$ cat config.mk
export PLATFORM = sky130hd
export DESIGN_NAME = signed_2s_comp_sub_serial
export DESIGN_NICKNAME = d
export VERILOG_FILES = /design/src/rtl/signed_2s_comp_sub_serial.sv
export SDC_FILE = /design/constraint.sdc
export NUM_CORES = 1
export LEC_CHECK = 0
export BUFFER_PORTS_ARGS = -buffer_cell sky130_fd_sc_hd__buf_2
export CAP_MARGIN = 20
export CORE_ASPECT_RATIO = 0.8
export CORE_UTILIZATION = 40
export DETAILED_ROUTE_END_ITERATION = 8
export SKIP_CTS_REPAIR_TIMING = 1
export SLEW_MARGIN = 20
export SYNTH_ARGS = -nofsm -noshare
export SYNTH_HDL_FRONTEND = slang
export SYNTH_SLANG_ARGS = --single-unit
export TNS_END_PERCENT = 100
$ cat constraint.sdc
create_clock -name clk -period 2.2 [get_ports clk]
set_input_delay 0.44 -clock clk [delete_from_list [all_inputs] [get_ports clk]]
set_output_delay 0.44 -clock clk [all_outputs]
set_load 0.05 [all_outputs]
$ cat src/rtl/signed_2s_comp_sub_serial.sv
// signed_2s_comp_sub_serial: bit-serial signed num1-num2 with valid/ready handshake; SIGNED_SUB_SAT_EN enables saturation
module signed_2s_comp_sub_serial #(
  parameter int WIDTH = 32
) (
  input  logic             clk,
  input  logic             rst_n,
  input  logic [WIDTH-1:0] num1,
  input  logic [WIDTH-1:0] num2,
  input  logic             in_valid,
  output logic             in_ready,
  output logic [WIDTH-1:0] s_sub,
  output logic             ovf,
  output logic             out_valid,
  input  logic             out_ready
);
  localparam int CW = $clog2(WIDTH);
  typedef enum logic [1:0] {IDLE, RUN, DONE} state_t;
  state_t state, state_nxt;
  logic [WIDTH-1:0] a, b, res;
  logic [CW-1:0] cnt;
  logic carry, sum, cout, last;
  assign sum = a[cnt] ^ ~b[cnt] ^ carry;
  assign cout = (a[cnt] & ~b[cnt]) | (a[cnt] & carry) | (~b[cnt] & carry);
  assign last = cnt == CW'(WIDTH - 1);
  assign in_ready = state == IDLE;
  assign out_valid = state == DONE;
  // state register
  always_ff @(posedge clk or negedge rst_n)
    if (!rst_n) state <= IDLE;
    else state <= state_nxt;
  // next state: accept in IDLE, one bit per RUN edge, hold DONE until consumed
  always_comb begin
    state_nxt = state;
    state_nxt = state == IDLE ? (in_valid ? RUN : IDLE) :
                state == RUN  ? (last ? DONE : RUN) :
                                (out_ready ? IDLE : DONE);
  end
  // datapath: latch operands, then add a + ~b + 1 LSB first shifting sums in from the top
  always_ff @(posedge clk or negedge rst_n)
    if (!rst_n) begin
      a     <= '0;
      b     <= '0;
      res   <= '0;
      cnt   <= '0;
      carry <= 1'b0;
      ovf   <= 1'b0;
    end else if (state == IDLE && in_valid) begin
      a     <= num1;
      b     <= num2;
      cnt   <= '0;
      carry <= 1'b1;
      ovf   <= 1'b0;
    end else if (state == RUN) begin
      res   <= {sum, res[WIDTH-1:1]};
      cnt   <= cnt + CW'(1);
      carry <= cout;
      if (last) ovf <= (a[WIDTH-1] ^ b[WIDTH-1]) & (sum ^ a[WIDTH-1]);
    end
`ifdef SIGNED_SUB_SAT_EN
  assign s_sub = ovf ? {a[WIDTH-1], {(WIDTH-1){~a[WIDTH-1]}}} : res;
`else
  assign s_sub = res;
`endif
endmodule

# --- Word level (Yosys, flattened, before mapping) ---
# Index checks and enable logic that the tools add are counted.
op_classes:
  n_reduce_logical: 6
  muxes: 16
  n_bitwise: 12
  n_eq_ne: 3
  n_addsub: 1
  n_lt_le_gt_ge: 1
ops:
  columns: ["op", "n"]
  rows:
  - ["1-bit binary-select mux with 5-bit select", 2]
  - ["5-bit two-way mux", 2]
  - ["1-bit two-way mux", 8]
  - ["2-bit two-way mux", 4]
  - ["5-bit by 6-bit less-than comparator with 1-bit output, second input constant", 1]
  - ["5-bit by 1-bit adder with 5-bit output, second input constant", 1]
  - ["5-bit == test, second input constant", 1]
  - ["1-bit AND", 4]
  - ["2-bit AND reduction", 2]
  - ["2-bit nonzero test", 2]
  - ["1-bit bitwise XOR", 4]
  - ["2-bit by 1-bit == test with 1-bit output, second input constant", 1]
  - ["2-bit == test, second input constant", 1]
  - ["2-bit zero test", 1]
  - ["1-bit inverter", 2]
  - ["1-bit OR", 2]
  - ["1-bit logical AND", 1]
word_totals:
  word_cells: 46
  reg_bits: 105
  input_bits: 68

# --- Depth between registers and ports, before layout ---
# Gate-level depths: netlist of run 1.
logic_depth:
  depth_word: 10
  mapped_depth: 12

# --- Worst setup path before layout of run 1 ---
# Ideal clock, no wire load.
synth_timing:
  path_kind: "register to register"
  from: "register cnt[0]"
  to: "register ovf"
  required_ns: 2.123
  period_less_slack_ns: 2.321
  path_buffers: 2
  stages_incl_launch_ff: 13
  path_slack_ns: -0.121
  arrival_time_ns: 2.244
  path_cell_list: "dfrtp_1 buf_6 buf_12 mux2i_1 a22oi_1 and4b_1 a31oi_1 o311ai_1 fa_1 nand2b_1 o21ai_0 nand3_1 a21oi_1"
synth_via:
  elab_chain_len: 10
  word_cells_on_any_way: 15
  cone_classes: "1 x eq/ne; 7 x mux; 5 x bitwise; 2 x reduce/logical"
synth_lines:
  columns: ["item", "line_no", "text"]
  rows:
  - ["start: declaration", "20", "logic [CW-1:0] cnt;"]
  - ["start signal: assignment", "55", "cnt <= cnt + CW'(1);"]
  - ["1-bit binary-select mux with 5-bit select", "22", "assign sum = a[cnt] ^ ~b[cnt] ^ carry;"]
  - ["1-bit two-way mux (implied by the code)", "22", null]
  - ["1-bit inverter", "22", null]
  - ["1-bit bitwise XOR (2 in a row)", "22", null]
  - ["1-bit bitwise XOR", "57", "if (last) ovf <= (a[WIDTH-1] ^ b[WIDTH-1]) & (sum ^ a[WIDTH-1]);"]
  - ["1-bit AND", "57", null]
  - ["1-bit two-way mux", "57", null]
  - ["1-bit two-way mux", "53", "end else if (state == RUN) begin"]
  - ["1-bit two-way mux", "47", "end else if (state == IDLE && in_valid) begin"]
  - ["end signal: assignment", "57", null]
  - ["end: declaration", "12", "output logic ovf,"]
# Parallel ways exist; a longest one is shown, timed or not. The select of a mux whose other input is x is not followed.
# A chain may end at the register's enable or synchronous reset.

# --- Worst setup path after layout of run 1 ---
# Same ends and word-level chain as after synthesis.

==> flow_metrics.py, run 1 <==
metrics = {
    "sta": {
        "fin_crit_sh": 1.206,
        "rsz_0062_raised_after_global_routing": "true",
        "timing.final.ws_setup_ns": -0.4542,
        "hold-worst-slack_ns": 0.03877,
        "finalHoldViolations": 0,
        "slew_viol_final": 0,
        "setup_viol_count_final": 2,
        "slew_headroom": 0.7007,
        "finalWorstPathRequiredPeriod_ns": 2.654,
        "finClkSkew_ns": 0.004807,
        "worstMarginPinSlew_ns": 0.4490,
        "timing.fmax_ghz": 0.3768,
    },
    "logic_synthesis": {
        "yosysWarnings": 0,
        "flip_flop_and_latch_count_after_synthesis": 105,
        "yosys-mux-area-fraction": 0.06897,
        "syn_nets": 598,
        "synth_compound_area_frac": 0.04337,
        "post_synth_inst_count": 527,
        "synth.largest_area_cell": "sky130_fd_sc_hd__dfrtp_1",
        "synth-main-ff-cell": "sky130_fd_sc_hd__dfrtp_1",
        "synth_top_cell_area_share": 0.5657,
        "synth_async_sr_flop_share": 1.000,
        "synth_adder_area_share": 0.009698,
        "synth_seq_area_share": 0.5657,
        "synth_cell_types": 29,
        "synth_area_per_cell_um2": 8.813,
        "synth.cell_area_um2": 4644,
        "synth_xor_area_frac": 0,
        "synth_top_family_by_area": "simple AND/OR/NAND/NOR gates",
        "synth_simple_gate_area_share": 0.2729,
        "synthTopCellsByArea": "sky130_fd_sc_hd__dfrtp_1, sky130_fd_sc_hd__nand2_1, sky130_fd_sc_hd__mux2i_1",
        "count_of_flip_flops_with_a_built_in_enable_after_synthesis": 0,
    },
    "floorplanning": {
        "die-height_um": 98.38,
        "ios": 103,
        "die_width_um": 122.5,
        "coreArea_um2": 11100,
        "std_cell_rows": 34,
        "initial_utilization": 0.4183,
        "die_area_um2": 12050,
    },
    "finish": {
        "final_common_cell": "sky130_fd_sc_hd__nand2_1",
        "antenna_cells": 0,
        "num-nets-final": 709,
        "fillerInstances": 1060,
        "post_route_cells_drive_above_1_share": 0.2457,
        "mostFrequentLayoutCells": "sky130_fd_sc_hd__nand2_1, sky130_fd_sc_hd__dfrtp_1, sky130_fd_sc_hd__buf_2, sky130_fd_sc_hd__mux2i_1, sky130_fd_sc_hd__buf_4",
        "layout.cells.non_filler": 787,
        "area_growth_pct": 24.78,
    },
    "route": {
        "drt_drc_violations_left": 0,
        "detail_route.iter0.violations": 159,
        "drt_first_pass_iters": 5,
        "route.vias.total": 3750,
        "postRouteWirelength_um": 10760,
        "drt-vias-per-instance": 4.765,
        "route.antenna.remaining_nets": 0,
        "routed_wire_length_per_instance_um": 13.67,
    },
    "placement": {
        "place.detailed.instances": 766,
        "port_buffers": 102,
        "preCtsSetupSlack_ns": -0.4179,
        "place.detailed.hpwl_um": 7726,
        "globalplace.congestion": 0.7910,
    },
    "clock_tree": {
        "cts_inserted_buffers": 9,
        "clk_transition_reported_paths_ns": 0.07,
        "clk_root_buffer_cell": "sky130_fd_sc_hd__clkbuf_16",
        "max-clock-path-buffers": 2,
        "worst_skew_pair.late_latency_ns": 0.34,
        "cts_max_level": 3,
        "cts_num_sinks": 105,
        "tritoncts_clock_tree": "done",
    },
    "worst_setup_path": {
        "end_kind": "flop",
        "critical_path_arrival_ns": 2.92,
        "r2r-end": "ovf",
        "worstReg2RegStart": "cnt[0]",
        "required_ns": 2.47,
        "timing.reg2reg.setup_slack_ns": -0.45,
        "crit_path_start_kind": "flop",
        "worstSetupPathType": "flop to flop",
        "reg2reg_depth": 11,
        "cp_max_fo": 8,
    },
    "global_route": {
        "grt.total_usage": 0.1913,
        "groute.layer.met3.usage": 0.04498,
        "grt_antenna_before_repair": 0,
        "wire_length_of_the_first_global_routing_pass_um": 18190,
        "grt.overflow.total": 0,
        "grt_pass1_vias": 3750,
        "grt_busiest_layer": "met2",
        "grt.met1_usage": 0.2755,
        "grt_use_met2": 0.2934,
        "largest_net_degree_at_the_start_of_global_routing": 47,
    },
    "status": {
        "run_status": "finished with violations",
        "violations": "negative setup slack",
    },
    "pwr": {
        "leakage_uw": 0.003218,
        "irDropWorstVdd_mv": 0.5884,
        "power.density_cell_area_nw_per_um2": 1672,
    },
    "worst_hold_path": {
        "min-delay-path-class": "input port to asynchronous set/reset pin",
    },
    "job": {
        "max-cap-violations": 0,
    },
}
cells in the mapped netlist, drive strengths merged (4+ instances only):
| cell | count |
|---|---|
| nand2 | 301 |
| a22oi | 12 |
| buf | 20 |
| clkbuf | 9 |
| dfrtp | 105 |
| nor2b | 4 |
| o21ai | 9 |
| mux2i | 32 |
| a21oi | 4 |
| nand3 | 6 |
| nor2 | 5 |
flip-flops by register name, indices dropped and copies added, names as in the netlist:
signal	flops
a	32
b	32
carry	1
cnt	5
ovf	1
s_sub	32
state	2
cell type report:
class	count	area, um2	share of cell area
tap	144	180.2	0.03109
inverter	2	7.507	0.001295
sequential	105	2629	0.4536
multi-input combinational	391	1902	0.3282
timing repair buffer	129	769.5	0.1328
clock inverter	4	51.30	0.008851
clock buffer	12	256.5	0.04426
power breakdown:
group	internal [uW]	total (uW)	switching [uW]
clock network	945	1630	686
logic	1740	4600	2850
registers	2830	3460	637
total	5510	9690	4180
metrics by stage:
| stage | instance area [um2] | TNS (ns) | power [uW] | util |
|---|---|---|---|---|
| floorplan | 4644 | -0.1211 | 6536 | - |
| global placement | 5373 | -0.5008 | 7650 | 0.4839 |
| detailed placement | 5373 | -0.6008 | 7760 | 0.4839 |
| CTS | 5680 | -0.6298 | 9432 | 0.5116 |
| global route | 5796 | -0.9832 | 10450 | 0.5220 |
| finish | 5796 | -0.7217 | 9691 | 0.5220 |
worst max-delay path, stage by stage, from the launching register on:
cell and delay [ns]:
sky130_fd_sc_hd__dfrtp_2 0.46, sky130_fd_sc_hd__buf_12 0.17, sky130_fd_sc_hd__mux2i_1 0.23, sky130_fd_sc_hd__a22oi_1 0.11, sky130_fd_sc_hd__and4b_1 0.23, sky130_fd_sc_hd__a31oi_1 0.20, sky130_fd_sc_hd__o311ai_2 0.16, sky130_fd_sc_hd__fa_2 0.52
sky130_fd_sc_hd__nand2b_4 0.16, sky130_fd_sc_hd__o21ai_2 0.12, sky130_fd_sc_hd__nand3_1 0.09, sky130_fd_sc_hd__a21oi_1 0.13
worst max-delay path by stage:
| stage | depth (start not counted) | startpoint | end |
|---|---|---|---|
| floorplan | 12 | cnt[0] | ovf |
| global placement | 10 | cnt[0] | ovf |
| detailed placement | 11 | cnt[0] | ovf |
| CTS | 11 | cnt[0] | ovf |
| global route | 11 | cnt[0] | ovf |
| finish | 11 | cnt[0] | ovf |
layer usage:
layer | wire length, um | part of all wire
met1 | 5284 | 0.49
met2 | 4862 | 0.45
met3 | 523 | 0.049
met4 | 85 | 0.0079
met5 | 0 | 0
cell families (layout without fill, tap and decap cells):
group                    count (synthesis)  after routing
adder cells (fa/ha/maj)                  3              3
multiplexers                            32             32
buffers and inverters                   31            147
flip-flops                             105            105
AO/OA/AOI/OAI                           31             31
AND/OR/NAND/NOR                        325            325
No activity file was read; power rests on OpenSTA's default activity.
==> inputs of run 2 (changes only) <==
Settings changed: CORE_ASPECT_RATIO 0.8 to not set, CORE_UTILIZATION 40 to 33.
==> flow_metrics.py, run 2 (same netlist as run 1, synthesis figures left out) <==
metrics = {
    "worst_setup_path": {
        "timing.reg2reg.setup_slack_ns": -0.30,
        "crit_path_top_delay_cell": "sky130_fd_sc_hd__fa_1",
        "max_stage_delay_ns": 0.51,
        "end_kind": "flop",
        "list_of_cells_traversed_by_the_critical_path": "buf_6 -> mux2i_1 -> a22o_1 -> nor4_2 -> a31oi_1 -> and3_4 -> fa_1 -> nand2b_1 -> o21ai_1 -> nand3_1 -> a21oi_1",
        "critical_path.top_delay_family": "simple AND/OR/NAND/NOR gates",
        "cp_max_fo": 5,
        "crit_path_start_kind": "flop",
        "critical_path_arrival_ns": 2.77,
        "required_ns": 2.47,
        "worstSetupPathType": "flop to flop",
        "cp_num_buf_inv": 1,
    },
    "finish": {
        "area_growth_pct": 25.32,
        "finalInstanceArea_um2": 5821,
        "postLayoutCoreUtil": 0.4310,
        "antenna_cells": 0,
        "final_common_cell": "sky130_fd_sc_hd__nand2_1",
        "mostFrequentLayoutCells": "sky130_fd_sc_hd__nand2_1, sky130_fd_sc_hd__dfrtp_1, sky130_fd_sc_hd__buf_2, sky130_fd_sc_hd__mux2i_1, sky130_fd_sc_hd__buf_4",
        "num-nets-final": 707,
        "post_route_cells_drive_above_1_share": 0.2356,
    },
    "route": {
        "route.vias.total": 3822,
        "routed_wire_length_per_instance_um": 13.16,
        "drt_drc_violations_left": 0,
        "drt_first_pass_iters": 4,
        "postRouteWirelength_um": 10750,
        "route.antenna.remaining_nets": 0,
        "drt-vias-per-instance": 4.678,
        "detail_route.iter0.violations": 192,
    },
    "sta": {
        "slew_headroom": 0.6679,
        "rsz_0062_raised_after_global_routing": "true",
        "worstMarginPinSlew_ns": 0.4982,
        "finalWorstPathRequiredPeriod_ns": 2.497,
        "tns_ns": -0.4748,
        "fin_crit_sh": 1.135,
        "timing.fmax_ghz": 0.4005,
        "finClkSkew_ns": 0.004852,
        "setup_viol_count_final": 2,
        "hold-worst-slack_ns": 0.06070,
        "slew_viol_final": 0,
        "timing.final.ws_setup_ns": -0.2967,
        "finalHoldViolations": 0,
    },
    "global_route": {
        "grt.total_usage": 0.1566,
        "largest_net_degree_at_the_start_of_global_routing": 51,
        "grt.overflow.total": 0,
        "wire_length_of_the_first_global_routing_pass_um": 17930,
        "grt_antenna_before_repair": 0,
        "grt_pass1_vias": 3794,
    },
    "job": {
        "max-cap-violations": 0,
    },
    "status": {
        "violations": "negative setup slack",
        "run_status": "finished with violations",
    },
    "clock_tree": {
        "worst_skew_pair.late_latency_ns": 0.34,
        "clk_root_buffer_cell": "sky130_fd_sc_hd__clkbuf_16",
        "cts_num_sinks": 105,
        "tritoncts_clock_tree": "done",
        "max-clock-path-buffers": 2,
        "cts_max_level": 3,
        "cts_inserted_buffers": 9,
        "clk_transition_reported_paths_ns": 0.07,
    },
    "pwr": {
        "power.density_cell_area_nw_per_um2": 1679,
        "irDropWorstVdd_mv": 0.5988,
        "leakage_uw": 0.003212,
    },
    "floorplanning": {
        "std_cell_rows": 42,
        "ios": 103,
        "coreArea_um2": 13510,
        "initial_utilization": 0.3439,
        "die_width_um": 120.6,
        "die-height_um": 120.6,
        "die_area_um2": 14550,
    },
    "placement": {
        "port_buffers": 102,
        "globalplace.congestion": 0.8129,
        "post_dp_cell_area_um2": 5440,
        "place.detailed.hpwl_um": 7770,
    },
    "worst_hold_path": {
        "min-delay-path-class": "input port to asynchronous set/reset pin",
    },
}
==> run 2: changes by cell type in the layout (fill, tap and decap cells not counted), sizes merged <==
cell | previous run | this run
bufinv | 1 | 3
clkinvlp | 1 | 0
buf | 129 | 127
clkbuf | 12 | 11
==> run 2: metrics by stage <==
step | setup WS (ns) | total power [uW] | instances
2_1_floorplan | -0.1211 | 6536 | 527
3_5_place_dp | -0.4023 | 7847 | 800
5_1_grt | -0.4320 | 10490 | 817
6_report | -0.2967 | 9775 | 817
3_3_place_gp | -0.3560 | 7706 | 800
4_1_cts | -0.4241 | 9684 | 816
==> run 2: path summary, 6_finish.rpt <==
kind                           start        to  cells past startpoint
setup / recovery              cnt[0]       ovf                     11
hold / removal                 rst_n  s_sub[4]                      1
setup reg to reg              cnt[0]       ovf                     11
hold reg to reg             s_sub[0]  s_sub[0]                      2
max in group asynchronous      rst_n    cnt[0]                      2
min in group clk           out_ready  state[1]                      2
==> run 2: area by class of cell <==
type	count	area, um2
fill	1372	7685
timing repair buffer	127	765.7
inverter	2	7.507
clock buffer	11	232.7
clock inverter	5	103.9
multi-input combinational	391	1861
sequential	105	2630
tap	176	220.2
==> run 2: metal layers <==
metal / vias up / part of all wire / global-route usage / wire [um]
met1: 1830 / 0.47 / 0.2041 / 5055
met3: 12 / 0.050 / 0.03821 / 542
met5: - / 0 / 0 / 0
met2: 90 / 0.47 / 0.2579 / 5013
met4: 0 / 0.013 / 0.04475 / 136
li1: 1890 / - / - / -
==> run 2: power by group <==
group / total, uW / switching, uW / internal (uW)
registers: 3450 / 624 / 2830
logic: 4530 / 2800 / 1720
clock network: 1800 / 683 / 1110
total: 9770 / 4110 / 5660
